**src/rtl/trial_div_ctrl_pkg.sv**
```systemverilog
// trial_div_ctrl_pkg: shared widths, limits and FSM state encoding for the trial-division factoriser.
package trial_div_ctrl_pkg;
    localparam int N_W_DEF = 32;
    localparam int D_W_DEF = 16;
    localparam int MIN_N   = 4;
    typedef enum logic [2:0] {
        S_IDLE   = 3'd0,
        S_LOAD   = 3'd1,
        S_DIVIDE = 3'd2,
        S_CHECK  = 3'd3,
        S_FINISH = 3'd4
    } state_e;
endpackage

```
**src/rtl/trial_div_ctrl_div_core.sv**
```systemverilog
// sub_div_core: repeated-subtraction unsigned divider, one subtraction per cycle.
module sub_div_core #(
    parameter int N_W = 32
) (
    input  logic           clk,
    input  logic           reset,
    input  logic           start,
    input  logic [N_W-1:0] n,
    input  logic [N_W-1:0] d,
    output logic [N_W-1:0] quotient,
    output logic [N_W-1:0] remainder,
    output logic           done
);
    logic           busy_q;
    logic [N_W-1:0] rem_q, quo_q;
    always_ff @(posedge clk) begin
        if (reset) begin
            busy_q <= 1'b0;
            rem_q  <= '0;
            quo_q  <= '0;
        end else if (start) begin
            busy_q <= 1'b1;
            rem_q  <= n;
            quo_q  <= '0;
        end else if (busy_q) begin
            if (rem_q >= d) begin
                rem_q <= rem_q - d;
                quo_q <= quo_q + 1'b1;
            end else begin
                busy_q <= 1'b0;
            end
        end
    end
    // Result registers hold after done so the controller can read them in CHECK.
    assign done      = busy_q && (rem_q < d);
    assign quotient  = quo_q;
    assign remainder = rem_q;
endmodule

```
**src/rtl/trial_div_ctrl.sv**
```systemverilog
// trial_div_ctrl: finds the smallest proper divisor of n not above d_max by ascending trial division.
module trial_div_ctrl
    import trial_div_ctrl_pkg::*;
#(
    parameter int N_W = N_W_DEF,
    parameter int D_W = D_W_DEF
) (
    input  logic           clk,
    input  logic           reset,
    input  logic           start,
    input  logic [N_W-1:0] n,
    input  logic [D_W-1:0] d_max,
    output logic           busy,
    output logic           done,
    output logic           found,
    output logic [D_W-1:0] factor,
    output logic [N_W-1:0] cofactor
);
    state_e         state_q, state_d;
    logic [N_W-1:0] n_q, n_d, cof_q, cof_d, quo, rem;
    logic [D_W-1:0] dmax_q, dmax_d, fac_q, fac_d;
    // One extra bit so d_max = 2^D_W-1 can be exceeded without wrapping.
    logic [D_W:0]   d_q, d_d, d_inc;
    logic           found_q, found_d, core_start, core_done, stop;
    sub_div_core #(.N_W(N_W)) u_core (
        .clk       (clk),
        .reset     (reset),
        .start     (core_start),
        .n         (n_q),
        .d         (N_W'(d_q)),
        .quotient  (quo),
        .remainder (rem),
        .done      (core_done)
    );
    always_comb begin
        d_inc      = d_q + 1'b1;
        stop       = (d_inc > {1'b0, dmax_q}) || (N_W'(d_inc) >= n_q);
        state_d    = state_q;
        n_d        = n_q;
        dmax_d     = dmax_q;
        d_d        = d_q;
        found_d    = found_q;
        fac_d      = fac_q;
        cof_d      = cof_q;
        core_start = 1'b0;
        case (state_q)
            S_IDLE: if (start) begin
                n_d     = n;
                dmax_d  = d_max;
                found_d = 1'b0;
                fac_d   = '0;
                cof_d   = '0;
                state_d = S_LOAD;
            end
            S_LOAD: if (n_q < N_W'(MIN_N) || dmax_q < D_W'(2)) begin
                state_d = S_FINISH;
            end else begin
                d_d        = (D_W+1)'(2);
                core_start = 1'b1;
                state_d    = S_DIVIDE;
            end
            S_DIVIDE: state_d = core_done ? S_CHECK : S_DIVIDE;
            S_CHECK: if (rem == '0) begin
                found_d = 1'b1;
                fac_d   = d_q[D_W-1:0];
                cof_d   = quo;
                state_d = S_FINISH;
            end else begin
                d_d        = d_inc;
                core_start = !stop;
                state_d    = stop ? S_FINISH : S_DIVIDE;
            end
            default: state_d = S_IDLE;
        endcase
    end
    always_ff @(posedge clk) begin
        if (reset) begin
            state_q <= S_IDLE;
            n_q     <= '0;
            dmax_q  <= '0;
            d_q     <= '0;
            found_q <= 1'b0;
            fac_q   <= '0;
            cof_q   <= '0;
        end else begin
            state_q <= state_d;
            n_q     <= n_d;
            dmax_q  <= dmax_d;
            d_q     <= d_d;
            found_q <= found_d;
            fac_q   <= fac_d;
            cof_q   <= cof_d;
        end
    end
    assign busy     = (state_q != S_IDLE) && (state_q != S_FINISH);
    assign done     = state_q == S_FINISH;
    assign found    = found_q;
    assign factor   = fac_q;
    assign cofactor = cof_q;
endmodule

```
**config.mk**
```make
export PLATFORM = sky130hd
export DESIGN_NAME = trial_div_ctrl
export DESIGN_NICKNAME = d
export VERILOG_FILES = /design/src/rtl/trial_div_ctrl_pkg.sv /design/src/rtl/trial_div_ctrl_div_core.sv /design/src/rtl/trial_div_ctrl.sv
export SDC_FILE = /design/constraint.sdc
export NUM_CORES = 1
export LEC_CHECK = 0
export BUFFER_PORTS_ARGS = -buffer_cell sky130_fd_sc_hd__buf_2
export CORE_AREA = 10 10 173 110
export CTS_BUF_LIST = sky130_fd_sc_hd__clkbuf_4
export CTS_CLUSTER_DIAMETER = 120
export DETAILED_ROUTE_END_ITERATION = 10
export DIE_AREA = 0 0 183 120
export GPL_ROUTABILITY_DRIVEN = 0
export PLACE_DENSITY = 0.89
export SYNTH_ARGS = -nofsm -noshare
export SYNTH_HDL_FRONTEND = slang
export SYNTH_SLANG_ARGS = --single-unit
```
**constraint.sdc**
```tcl
create_clock -name clk -period 4.47 [get_ports clk]
set_clock_uncertainty 0.15 [all_clocks]
set_input_delay 0 -clock clk [delete_from_list [all_inputs] [get_ports clk]]
set_output_delay 0 -clock clk [all_outputs]
set_load 0.01 [all_outputs]
```
==> reports/metrics.csv <==
metric,value,unit
Max clock buf depth,2,
initial drt markers,1392,
Hold Slack,0.168,ns
met3 track demand over resource,10.5,%
Slew headroom,8.87,%
RSZ-0062 raised after global routing,no,
Worst Max-Slew Pin Slew,1.36,ns
Synth cell types,59,
post-synthesis cell area,9340,sq um
vias post-DR,9974,
Starting Density,58.6,%
Total Nets Final,1489,
#FFs+latches synth,182,
CP Launch Type,register,
gr usage total,28.0,%
critical path type,register to register,
clk sinks,182,
CP Capture Type,register,
worst vdd ir,0.000263,V
Remaining DRCs,0,
CTS tree,built,
I/O Pins,102,
sequential share of the synthesized area,39.0,%
"leading cell type in the layout, fill and taps excluded",nand2_1,
Hold Crit Class,input pin to register,
Critical Path RT,4.83,ns
# H-tree levels,4,
# hold bufs at CTS,129,
Die ar.,22000,sq um
Final Max Tran Viols,0,
most frequent cells in the layout,"nand2_1, dfxtp_1, a21oi_1",
crit path DAT,4.65,ns
Routed WL,31400,microns
Port Buf Inserts,101,
most crowded layer after global routing,met2,
die span in x,183,microns
post-synthesis net count,1290,
final hold viol count,0,
Worst Path Max Fanout,63,
layout cells sized above 1,11.9,%
Register-to-Register Path Depth,15,
worst hold path depth,4,
Power Dens Cells,408,nW/um^2
vias in the first global route,9779,
post-cts sizing count,0,
wire length of the first global-routing pass,50300,microns
clock transition at the registers of the reported paths,0.17,ns
period utilization,96.0,%
dpl hpwl,19000,microns
top_reg_cell synth,dfxtp_1,
setup violators final,0,
die height,120,microns
"Clk Latency, worst-skew pair",0.60,ns
"Warnings, synthesis",0,
Wirelength per Cell,19.5,microns
"Setup Fix Bufs, Post-CTS",0,
root buffer cell,clkbuf_4,
Overflow after GRT,0,
maximum clock frequency,0.233,GHz
Avg Synthesized Cell Area,7.87,sq um
Max Cap Viol,0,
Tmin final,4.29,ns
Placement Rows,36,
Final Util,72.5,%
cell count after synthesis,1186,
largest net degree at the start of global routing,100,
core area,15900,sq um
final-layout fill cell count,1121,
Post-Route Setup TNS,0,ns
DRT Pass-1 Iters,6,
Num CTS Buffers,17,
met1 Use GR,34.2,%
fraction of registers with async set or reset after synthesis,0,%
initial antenna violation count,1,
met2 GRT Util,43.3,%
Final ANT Viol Nets,0,
status,"finished, final reports clean",
vias per cell,6.20,
Post-synth EDFFs,0,
LEAKAGE,4.56,nW
area grow syn2layout,23.8,%
per-layer routing:
metal,part of all wire [%],routed length (microns)
met3,13,4000
met4,3.8,1210
met5,0,0
met1,40,12500
met2,44,13700
final timing paths:
path / startpoint / end / slack [ns]
setup / recovery: d_q[1]$_SDFFE_PP0P_ / u_core.remainder[12]$_SDFFE_PP0P_ / 0.18
hold / removal: start / state_q[0]$_SDFFE_PP0P_ / 0.17
setup reg to reg: d_q[1]$_SDFFE_PP0P_ / u_core.remainder[12]$_SDFFE_PP0P_ / 0.18
hold reg to reg: cofactor[7]$_SDFFE_PP0P_ / cofactor[7]$_SDFFE_PP0P_ / 0.33
power by group:
| group | leakage [nW] | internal [mW] | switching (mW) |
|---|---|---|---|
| combinational | 2.93 | 0.751 | 1.14 |
| clock | 0.146 | 0.300 | 0.640 |
| sequential | 1.48 | 1.75 | 0.142 |
| total | 4.56 | 2.80 | 1.92 |
cells in the mapped netlist, types with 2 or more instances:
master	n	area, sq um
a211oi_2	3	37.5
xor2_1	33	289
and2_1	9	56.3
dfxtp_1	182	3640
or4_1	4	30.0
a21oi_1	136	681
o211ai_1	5	37.5
buf_1	3	11.3
o31ai_1	2	15.0
a311oi_1	4	35.0
nand4_1	20	125
a31oi_1	2	12.5
a22oi_1	5	37.5
nor2b_1	2	12.5
xnor2_1	40	350
buf_2	15	75.1
or2_2	3	18.8
inv_1	55	206
and4_1	4	35.0
mux2i_1	9	90.1
nor3b_1	2	15.0
nor4_1	20	125
nand2_1	183	687
nand3_1	88	440
clkbuf_1	46	173
ha_1	52	651
o31a_1	2	17.5
nor2_1	111	417
nor4_2	2	25.0
o21ai_0	33	165
a211oi_1	28	210
nor3_1	25	125
nand2b_1	9	56.3
or3_1	8	50.1
a21o_1	3	22.5
and3_1	15	93.8
cell families (layout without fill, tap and decap cells):
group | after synthesis | count (layout) | synth area share, %
simple gates | 511 | 511 | 25.4
compound gates | 238 | 238 | 15.5
fa+ha+maj | 53 | 53 | 7.18
xor+xnor | 73 | 73 | 6.85
flops | 182 | 182 | 39.0
mux | 9 | 9 | 0.965
other cells | 0 | 1 | 0
buf+inv | 120 | 332 | 5.07
sequential cells by signal (all words and copies together), names as in the netlist:
name / count
factor: 16
u_core.remainder: 32
d_q: 17
found: 1
n_q: 32
u_core.quotient: 32
dmax_q: 16
u_core.busy_q: 1
cofactor: 32
state_q: 3
stage by stage:
step | setup slack (ns) | instance area (sq um) | power, mW | cells
final | 0.178 | 11600 | 4.72 | 1608
after global routing | 0.00309 | 11600 | 4.92 | 1608
after CTS | 0.368 | 11600 | 4.54 | 1607
after detailed placement | 0.477 | 9990 | 3.51 | 1446
after global placement | 0.612 | 9990 | 3.45 | 1446
after floorplan | 0.547 | 9340 | 3.12 | 1186
final cells by class:
type,instances,area [sq um],share of cell area (%)
multi-input combinational,884,5230,45.2
sequential,182,3640,31.5
timing repair buffer,245,1940,16.8
tap,209,262,2.26
inverter,55,206,1.79
clock inverter,14,146,1.27
clock buffer,18,135,1.17
antenna,1,2.50,0.0216
critical path: stages (launching register included):
cell and delay (ns):
dfxtp_1 0.45, ha_1 0.25, nand3_1 0.21, nor4_1 0.37, buf_4 0.20, and3_1 0.22
xnor2_1 0.15, ha_1 0.35, nand2_1 0.08, nor3_1 0.24, o21ai_0 0.13, a311o_1 0.41
a41oi_4 0.26, buf_12 0.31, nor2_1 0.10, a311oi_1 0.30
No activity file was read; power rests on OpenSTA's default activity.
